File: config.mk
export PLATFORM = sky130hd
export DESIGN_NAME = sha_work_loader
export DESIGN_NICKNAME = d
export VERILOG_FILES = /design/src/rtl/sha_pkg.sv /design/src/rtl/sha_solve_timer.sv /design/src/rtl/sha_work_loader.sv
export SDC_FILE = /design/constraint.sdc
export NUM_CORES = 1
export LEC_CHECK = 0
export ABC_AREA = 1
export BUFFER_PORTS_ARGS = -buffer_cell sky130_fd_sc_hd__clkbuf_2
export CAP_MARGIN = 20
export CORE_AREA = 2 2 378 380
export DETAILED_ROUTE_END_ITERATION = 10
export DIE_AREA = 0 0 380 382
export PLACE_DENSITY = 0.53
export SLEW_MARGIN = 20
export SYNTH_ARGS = -nofsm -noshare
export SYNTH_HDL_FRONTEND = slang
export SYNTH_SLANG_ARGS = --single-unit
export TNS_END_PERCENT = 5
File: constraint.sdc
create_clock -name clk -period 5.2 [get_ports clk]
set_input_delay 0.52 -clock clk [delete_from_list [all_inputs] [get_ports clk]]
set_output_delay 0.52 -clock clk [all_outputs]
set_load 0.02 [all_outputs]
File: src/rtl/sha_pkg.sv
// Shared types and job-layout constants for the SHA mining front end.
package sha_pkg;

    typedef enum logic [2:0] {
        IDLE,
        LOAD,
        ARM,
        SOLVE,
        REPORT
    } loader_state_t;

    localparam int JOB_WORDS  = 24;
    localparam int MID_WORDS  = 8;
    localparam int HEAD_WORDS = 16;
    localparam int MID_BITS   = MID_WORDS * 32;
    localparam int HEAD_BITS  = HEAD_WORDS * 32;

endpackage

File: src/rtl/sha_solve_timer.sv
// Counts SOLVE cycles and pulses when the job has run out of nonce space.
module sha_solve_timer #(
    parameter int                 LIMIT_W     = 40,
    parameter logic [LIMIT_W-1:0] SOLVE_LIMIT = 40'd137438953472
) (
    input  logic clk,
    input  logic n_rst,
    input  logic i_clear,
    input  logic i_enable,
    output logic o_terminal
);

    logic [LIMIT_W-1:0] r_count;

    always_ff @(posedge clk or negedge n_rst) begin
        if (!n_rst) begin
            r_count <= '0;
        end else if (i_clear) begin
            r_count <= '0;
        end else if (i_enable) begin
            r_count <= r_count + LIMIT_W'(1);
        end
    end

    assign o_terminal = i_enable && (r_count == (SOLVE_LIMIT - LIMIT_W'(1)));

endmodule

File: src/rtl/sha_work_loader.sv
// Job loader for sha_block: assembles the 24-word job, runs the solve window
// and hands back one found/exhausted/aborted result per job.
module sha_work_loader
    import sha_pkg::*;
#(
    parameter int                 LIMIT_W     = 40,
    parameter logic [LIMIT_W-1:0] SOLVE_LIMIT = 40'd137438953472
) (
    input  logic                 clk,
    input  logic                 n_rst,
    input  logic [31:0]          word_in,
    input  logic                 word_valid,
    output logic                 word_ready,
    input  logic                 abort,
    input  logic                 flag,
    input  logic [31:0]          goldenNonce,
    output logic [MID_BITS-1:0]  midState,
    output logic [HEAD_BITS-1:0] headData,
    output logic                 loadState,
    output logic                 solveEn,
    output logic                 result_valid,
    input  logic                 result_ready,
    output logic                 result_found,
    output logic [31:0]          result_nonce,
    output logic                 busy
);

    loader_state_t        r_state;
    loader_state_t        w_nextState;
    logic [4:0]           r_wordCnt;
    logic                 r_started;
    logic [MID_BITS-1:0]  r_midState;
    logic [HEAD_BITS-1:0] r_headData;
    logic                 r_loadState;
    logic                 r_solveEn;
    logic                 r_resultValid;
    logic                 r_resultFound;
    logic [31:0]          r_resultNonce;

    logic                 w_terminal;
    logic                 w_accept;
    logic                 w_lastWord;
    logic [4:0]           w_wordIdx;
    logic [2:0]           w_midSlot;
    logic [3:0]           w_headSlot;

    sha_solve_timer #(
        .LIMIT_W     (LIMIT_W),
        .SOLVE_LIMIT (SOLVE_LIMIT)
    ) u_timer (
        .clk        (clk),
        .n_rst      (n_rst),
        .i_clear    (r_state != SOLVE),
        .i_enable   (r_state == SOLVE),
        .o_terminal (w_terminal)
    );

    // r_started keeps word_ready low while in reset and for the first cycle after it.
    assign word_ready = r_started && ((r_state == IDLE) || (r_state == LOAD));
    assign w_accept   = word_valid && word_ready && !(abort && (r_state == LOAD));
    assign w_lastWord = (r_wordCnt == 5'(JOB_WORDS - 1));
    assign w_wordIdx  = (r_state == IDLE) ? 5'd0 : r_wordCnt;
    assign w_midSlot  = 3'(MID_WORDS - 1) - w_wordIdx[2:0];
    assign w_headSlot = 4'(HEAD_WORDS - 1) - (w_wordIdx[3:0] - 4'd8);

    always_ff @(posedge clk or negedge n_rst) begin
        if (!n_rst) begin
            r_state   <= IDLE;
            r_started <= 1'b0;
        end else begin
            r_state   <= w_nextState;
            r_started <= 1'b1;
        end
    end

    // Priority inside SOLVE: abort, then flag, then terminal count.
    always_comb begin
        w_nextState = r_state;
        case (r_state)
            IDLE:    if (w_accept) w_nextState = LOAD;
            LOAD: begin
                if (abort)                      w_nextState = IDLE;
                else if (w_accept && w_lastWord) w_nextState = ARM;
            end
            ARM:     w_nextState = abort ? REPORT : SOLVE;
            SOLVE:   if (abort || flag || w_terminal) w_nextState = REPORT;
            REPORT:  if (result_ready) w_nextState = IDLE;
            default: w_nextState = IDLE;
        endcase
    end

    always_ff @(posedge clk or negedge n_rst) begin
        if (!n_rst) begin
            r_wordCnt <= '0;
        end else if ((r_state == LOAD) && abort) begin
            r_wordCnt <= '0;
        end else if (w_accept) begin
            r_wordCnt <= (r_state == LOAD && w_lastWord) ? 5'd0 : w_wordIdx + 5'd1;
        end
    end

    // Word k lands MSW-first: words 0-7 fill midState, 8-23 fill headData.
    always_ff @(posedge clk or negedge n_rst) begin
        if (!n_rst) begin
            r_midState <= '0;
            r_headData <= '0;
        end else if (w_accept) begin
            if (w_wordIdx < 5'(MID_WORDS)) begin
                r_midState[{w_midSlot, 5'b0} +: 32] <= word_in;
            end else begin
                r_headData[{w_headSlot, 5'b0} +: 32] <= word_in;
            end
        end
    end

    always_ff @(posedge clk or negedge n_rst) begin
        if (!n_rst) begin
            r_loadState   <= 1'b0;
            r_solveEn     <= 1'b0;
            r_resultValid <= 1'b0;
        end else begin
            r_loadState   <= (w_nextState == ARM) || (w_nextState == SOLVE);
            r_solveEn     <= (w_nextState == SOLVE);
            r_resultValid <= (w_nextState == REPORT);
        end
    end

    always_ff @(posedge clk or negedge n_rst) begin
        if (!n_rst) begin
            r_resultFound <= 1'b0;
            r_resultNonce <= '0;
        end else if (((r_state == ARM) || (r_state == SOLVE)) && abort) begin
            r_resultFound <= 1'b0;
            r_resultNonce <= '0;
        end else if (r_state == SOLVE) begin
            if (flag) begin
                r_resultFound <= 1'b1;
                r_resultNonce <= goldenNonce;
            end else if (w_terminal) begin
                r_resultFound <= 1'b0;
                r_resultNonce <= '0;
            end
        end
    end

    assign midState     = r_midState;
    assign headData     = r_headData;
    assign loadState    = r_loadState;
    assign solveEn      = r_solveEn;
    assign result_valid = r_resultValid;
    assign result_found = r_resultFound;
    assign result_nonce = r_resultNonce;
    assign busy         = (r_state != IDLE);

endmodule

# Word-level counts from Yosys, hierarchy flattened
# Index checks and enable logic that the tools add are counted.
# classes
n_reduce_logical,23
n_eq_ne,10
bitwise_logic,1
shifts,4
addsub,7
magnitude_cmp,1
mux,23
# ops
cell,n
$bwmux 512,1
$shift 32x11->512 const A,1
$shiftx 32x11->512,1
$bwmux 256,1
$shift 32x10->256 const A,1
$shiftx 32x10->256,1
$mux 32,4
$mux 40,2
$add 40x1->40 const B,1
$eq 40x37->1 const B,1
$mux 5,4
$mux 3,6
$pmux 3 s5,1
$eq 3x2->1 const B,4
$neg 9->11,1
$neg 8->10,1
$logic_and 1x1->1,8
$eq 3x3->1 const B,2
$reduce_and 2->1,3
$reduce_bool 2->1,3
$reduce_bool 3->1,2
$add 5x1->5 const B,1
$eq 5x5->1 const B,1
$logic_or 1x1->1,5
10 further kinds,13
# word_totals
ff_bits,853
in_bits,70

# Longest topological paths before layout
# logic_depth
word_depth,11
ltp_mapped,16

# By module
# A second synthesis with hierarchy kept.
# unflattened
hier_cells,4269
hier_area_um2,35970.7
# modules_own_cells
mod,area_each_um2,seq_area_each_um2,cells_per_inst,instances
sha_work_loader,33462.1,20344.5,3907,1
sha_solve_timer,2508.7,1001.0,362,1

# Worst setup path before layout
# Ideal clock, no wire load.
# synth_path
path_type,reg-to-reg
startpoint,register r_state[0]
endpoint,register r_midState[238] (netlist: midState[238])
n_path_buf,4
stages_incl_launch_ff,14
slack_ns,2.394
t_required_ns,5.134
synth_period_minus_slack_ns,2.806
arrival_ns,2.740
cell_sequence,dfrtp_1 -> nor2_2 -> nand2_1 -> buf_6 -> inv_1 -> nor2_1 -> ha_1 -> ha_1 -> clkbuf_1 -> nor2_1 -> clkbuf_1 -> clkbuf_1 -> nand3_1 -> nand2_1
# synth_between
elab_chain_cells,6
elab_cells_between_ends,16
# synth_rtl
element,line,source
start: declaration,sha_work_loader.sv:28,loader_state_t r_state;
start signal: assignment,sha_work_loader.sv:71,r_state <= w_nextState;
$logic_not 3->1 or $eq 3x1->1 (tied branches),"sha_work_loader.sv:59, sha_work_loader.sv:62, sha_work_loader.sv:60",
$mux 5 or $logic_or 1x1->1 (tied branches),"sha_work_loader.sv:62, sha_work_loader.sv:59",
$sub 3x3->3 or $logic_and 1x1->1 (tied branches),"sha_work_loader.sv:63, sha_work_loader.sv:59",
$neg 8->10 or $logic_and 1x1->1 (tied branches),"sha_work_loader.sv:109, sha_work_loader.sv:60",
"$shiftx 32x10->256, or another cell as far along",sha_work_loader.sv:109,"r_midState[{w_midSlot, 5'b0} +: 32] <= word_in;"
$bwmux 256 or $reduce_and 2->1 (tied branches),n/a,
end signal: indexed assignment,sha_work_loader.sv:109,
end: declaration,sha_work_loader.sv:32,logic [MID_BITS-1:0] r_midState;
# Several ways; a longest one is shown, not always the timed one.
# A chain may end at the register's enable or synchronous reset.

# Worst setup path after layout
# layout_path
startpoint,register r_state[0]
endpoint,register r_midState[65] (netlist: midState[65])
# The elaborated chain is that of the path after synthesis.

==> impl_metrics.tcl <==
set metrics [dict create \
    outcome "completed" \
    critical_path_capture_point_type "flop" \
    r2r_end "midState[65]" \
    cts_buffer_depth 3 \
    yosysUniqueCellTypes 33 \
    synthFlopType "dfrtp_1" \
    ys_warn_count 0 \
    grt_antenna_before_repair 10 \
    worstRegToRegCells 12 \
    rel_slew_slack_pct 27.82 \
    crit_chain "nor2_2 -> nand2_1 -> inv_1 -> nor2_1 -> ha_1 -> ha_4 -> inv_2 -> buf_4 -> nor2_2 -> buf_4 -> nand2_2 -> o21ai_0" \
    die_h_um 382 \
    wl_met3_um 11660 \
    remaining_antenna_violation_count 0 \
    worstReg2RegStart "r_state[0]" \
    synthesis.instances 4126 \
    vdd.ir_drop.worst_v 0.0002825 \
    grt_start_max_net_pins 175 \
    worst_min_path_class "in2reg" \
    min_to "result_nonce[9]" \
    final_net_count 5005 \
    cpMaxStageDelayCell "ha_4" \
    detail_route.drc_violations 0 \
    tritoncts_num_sinks 853 \
    final_hold_viol_count 0 \
    cts.reportedPaths.clkPinSlew_ps 60 \
    critical_path_class "reg2reg" \
    timing.final.ws_setup_ps 905.7 \
    finalSetupViolations 0 \
    dpl-instance-area_um2 41530 \
    synth-seq-area-share_pct 60.76 \
    grt_setup_unrepaired "no" \
    track_usage_pct 22.04 \
    die_w_um 380 \
    areaGrowthSynthToFinish_pct 28.50 \
    core_area_um2 140900 \
    pin_count 876 \
    post_cts_resize_count 0 \
    dp_cells 6691 \
    cts_made_buffers 98 \
    post_route_cells_drive_above_1_share_pct 23.22 \
    worst_setup_path_startpoint "r_state[0]" \
    clock_root_buffer_master "clkbuf_16" \
    syn-num-nets 4201 \
    cp-start-kind "flop" \
    fin_area_um2 45140 \
    met2_length_um 74860 \
    timing.critical_path.arrival_ps 4920 \
    die_outline_area_um2 145200 \
    async_reset_ff_share_pct 100.0 \
    vias 31985 \
    placement_rows 138 \
    timing.final.crit_period_ps 4294 \
    postRouteWirelength_um 164700 \
    finalSetupTns_ps 0 \
    grt_pass1_vias 30807 \
    routed_wire_length_per_instance_um 23.86 \
    r2r_slack_ps 910 \
    timing.hold.worst.start "goldenNonce[9]" \
    worstHoldPathCells 3 \
    route.detailed.vias_per_inst 4.633 \
    pins_over_slew_limit 0 \
    finalClockSkew_ps 45.80 \
    finalCritPeriodShare_pct 82.58 \
    initial_core_util_pct 24.93 \
    worst_ep_required_time_ps 5820 \
    mean_cell_area_of_the_mapped_netlist_um2 8.514 \
    top_signal_layer_used "met4" \
    first_pass_iters 6 \
    globalplace.congestion 0.8724 \
    worstMarginPinSlew_ps 1081 \
    max_stage_delay_ps 830 \
    h_tree_levels 3 \
    fmaxAchievable_mhz 232.9 \
    cpLargestDelayFamily "simple AND/OR/NAND/NOR gates" \
    final_cells 6903 \
    global_route_wire_length_before_repair_um 233200 \
    buffer_ports.inserted 875 \
    post-dp-hpwl_um 113600 \
    wl_met1_um 71280 \
    clock_insertion_delay_worst_skew_ps 750 \
    tritoncts_clock_tree "yes" \
    synth_edf_count 0 \
    synth_seq_cells 853 \
    drv_cap 0 \
    preCtsSetupSlack_ps 913.0 \
    drt_iter0_markers 2804 \
    cp.buffers_inverters 4 \
    cp_max_fo 55 \
    leakage_nw 25.08 \
    synth.cell_area_um2 35130 \
    overflow 0 \
    pwr_density_cell_nw_per_um2 347.4 \
]
worst reg2reg max path, stage by stage, from the launching register on:
cell	delay (ps)
dfrtp_1	430
nor2_2	160
nand2_1	300
inv_1	170
nor2_1	90
ha_1	260
ha_4	830
inv_2	80
buf_4	270
nor2_2	250
buf_4	320
nand2_2	620
o21ai_0	420
what timing repair did:
action                                 CTS  global route
setup buffers                            0             0
endpoints found under the hold margin   82             0
hold buffers                            29             0
cell type report:
cell class | count | area (µm²)
fill | 15001 | 95750
sequential | 853 | 21350
multi-input combinational | 2820 | 12080
timing repair buffer | 981 | 5365
clock buffer | 141 | 2864
tap | 1890 | 2365
inverter | 176 | 660.6
clock inverter | 38 | 449.2
antenna | 4 | 10.01
logic make-up after synthesis:
| family | synth area share, % |
|---|---|
| AO/OA/AOI/OAI | 3.836 |
| buffers and inverters | 5.222 |
| XOR/XNOR | 0.4987 |
| AND/OR/NAND/NOR | 29.49 |
| adder cells (fa/ha/maj) | 0.1781 |
| flip-flops | 60.76 |
| other | 0.01068 |
per-layer routing:
layer	up-vias	GRT usage, %
met4	0	9.252
met1	15844	29.25
li1	14681	-
met5	-	0
met3	245	4.865
met2	1215	34.66
how the worst max path moves through the flow:
| stage | end | cells past startpoint |
|---|---|---|
| after floorplan | midState[238] | 13 |
| after global placement | midState[94] | 13 |
| after detailed placement | midState[66] | 12 |
| after CTS | midState[65] | 12 |
| after global routing | midState[92] | 13 |
| final | midState[65] | 12 |
per-stage QoR:
step                      hold WS [ps]  utilization (%)  total power, mW
final                            71.14            32.04            15.68
after floorplan                  224.4                -            7.768
after CTS                        3.314            32.03            15.85
after global placement           453.7            29.46            8.652
after detailed placement         457.7            29.47            8.662
after global routing             40.78            32.03            16.21
synthesized netlist by cell type (2+ instances only):
cell	n	area share (%)
buf_1	21	0.22
inv_2	7	0.075
nor2_2	5	0.089
o21ai_0	143	2.0
nor3_1	7	0.10
nor2_4	4	0.13
buf_4	6	0.13
o21a_1	2	0.043
nand4_1	68	1.2
xnor2_1	6	0.15
a21oi_1	28	0.40
buf_2	83	1.2
nand3_1	482	6.9
nand3_2	2	0.057
nor2_1	356	3.8
o22ai_1	4	0.071
nand2_1	1597	17
inv_1	169	1.8
dfrtp_1	853	61
xor2_1	14	0.35
ha_1	5	0.18
o21ai_1	83	1.2
o21bai_1	2	0.043
clkbuf_1	166	1.8
nand2_2	4	0.071
nor3_2	2	0.057
cells in the final DEF, fill, tap and decap left out, types with 3 or more instances in the layout:
cell type,n
inv_2,9
nand3_2,9
clkbuf_2,874
inv_6,3
nand2_2,11
o22ai_1,4
o21ai_1,83
dfrtp_1,853
nor3_1,7
dlygate4sd3_1,29
nor2_2,7
nand4_1,68
bufinv_16,4
clkinvlp_4,5
buf_12,8
nand3_1,475
buf_4,68
nor2_4,9
inv_16,3
xnor2_1,6
a21oi_1,28
xor2_1,14
clkinv_2,18
inv_1,166
nor2_1,349
nand2_1,1589
ha_1,3
clkbuf_16,98
clkinv_16,3
diode_2,4
clkbuf_8,25
clkbuf_1,18
o21ai_0,143
where the power goes:
group	internal, mW	total, mW	switching, mW
Sequential	6.84	6.97	0.131
Clock	4.07	7.14	3.07
Combinational	0.334	1.57	1.23
Total	11.2	15.7	4.44
registers in the layout, summed over array words and instances, names as in the netlist:
register	flops
headData	512
midState	256
u_timer.r_count	40
result_nonce	32
r_wordCnt	5
r_state	3
loadState	1
r_started	1
result_found	1
result_valid	1
solveEn	1
No activity file was read; power rests on OpenSTA's default activity.
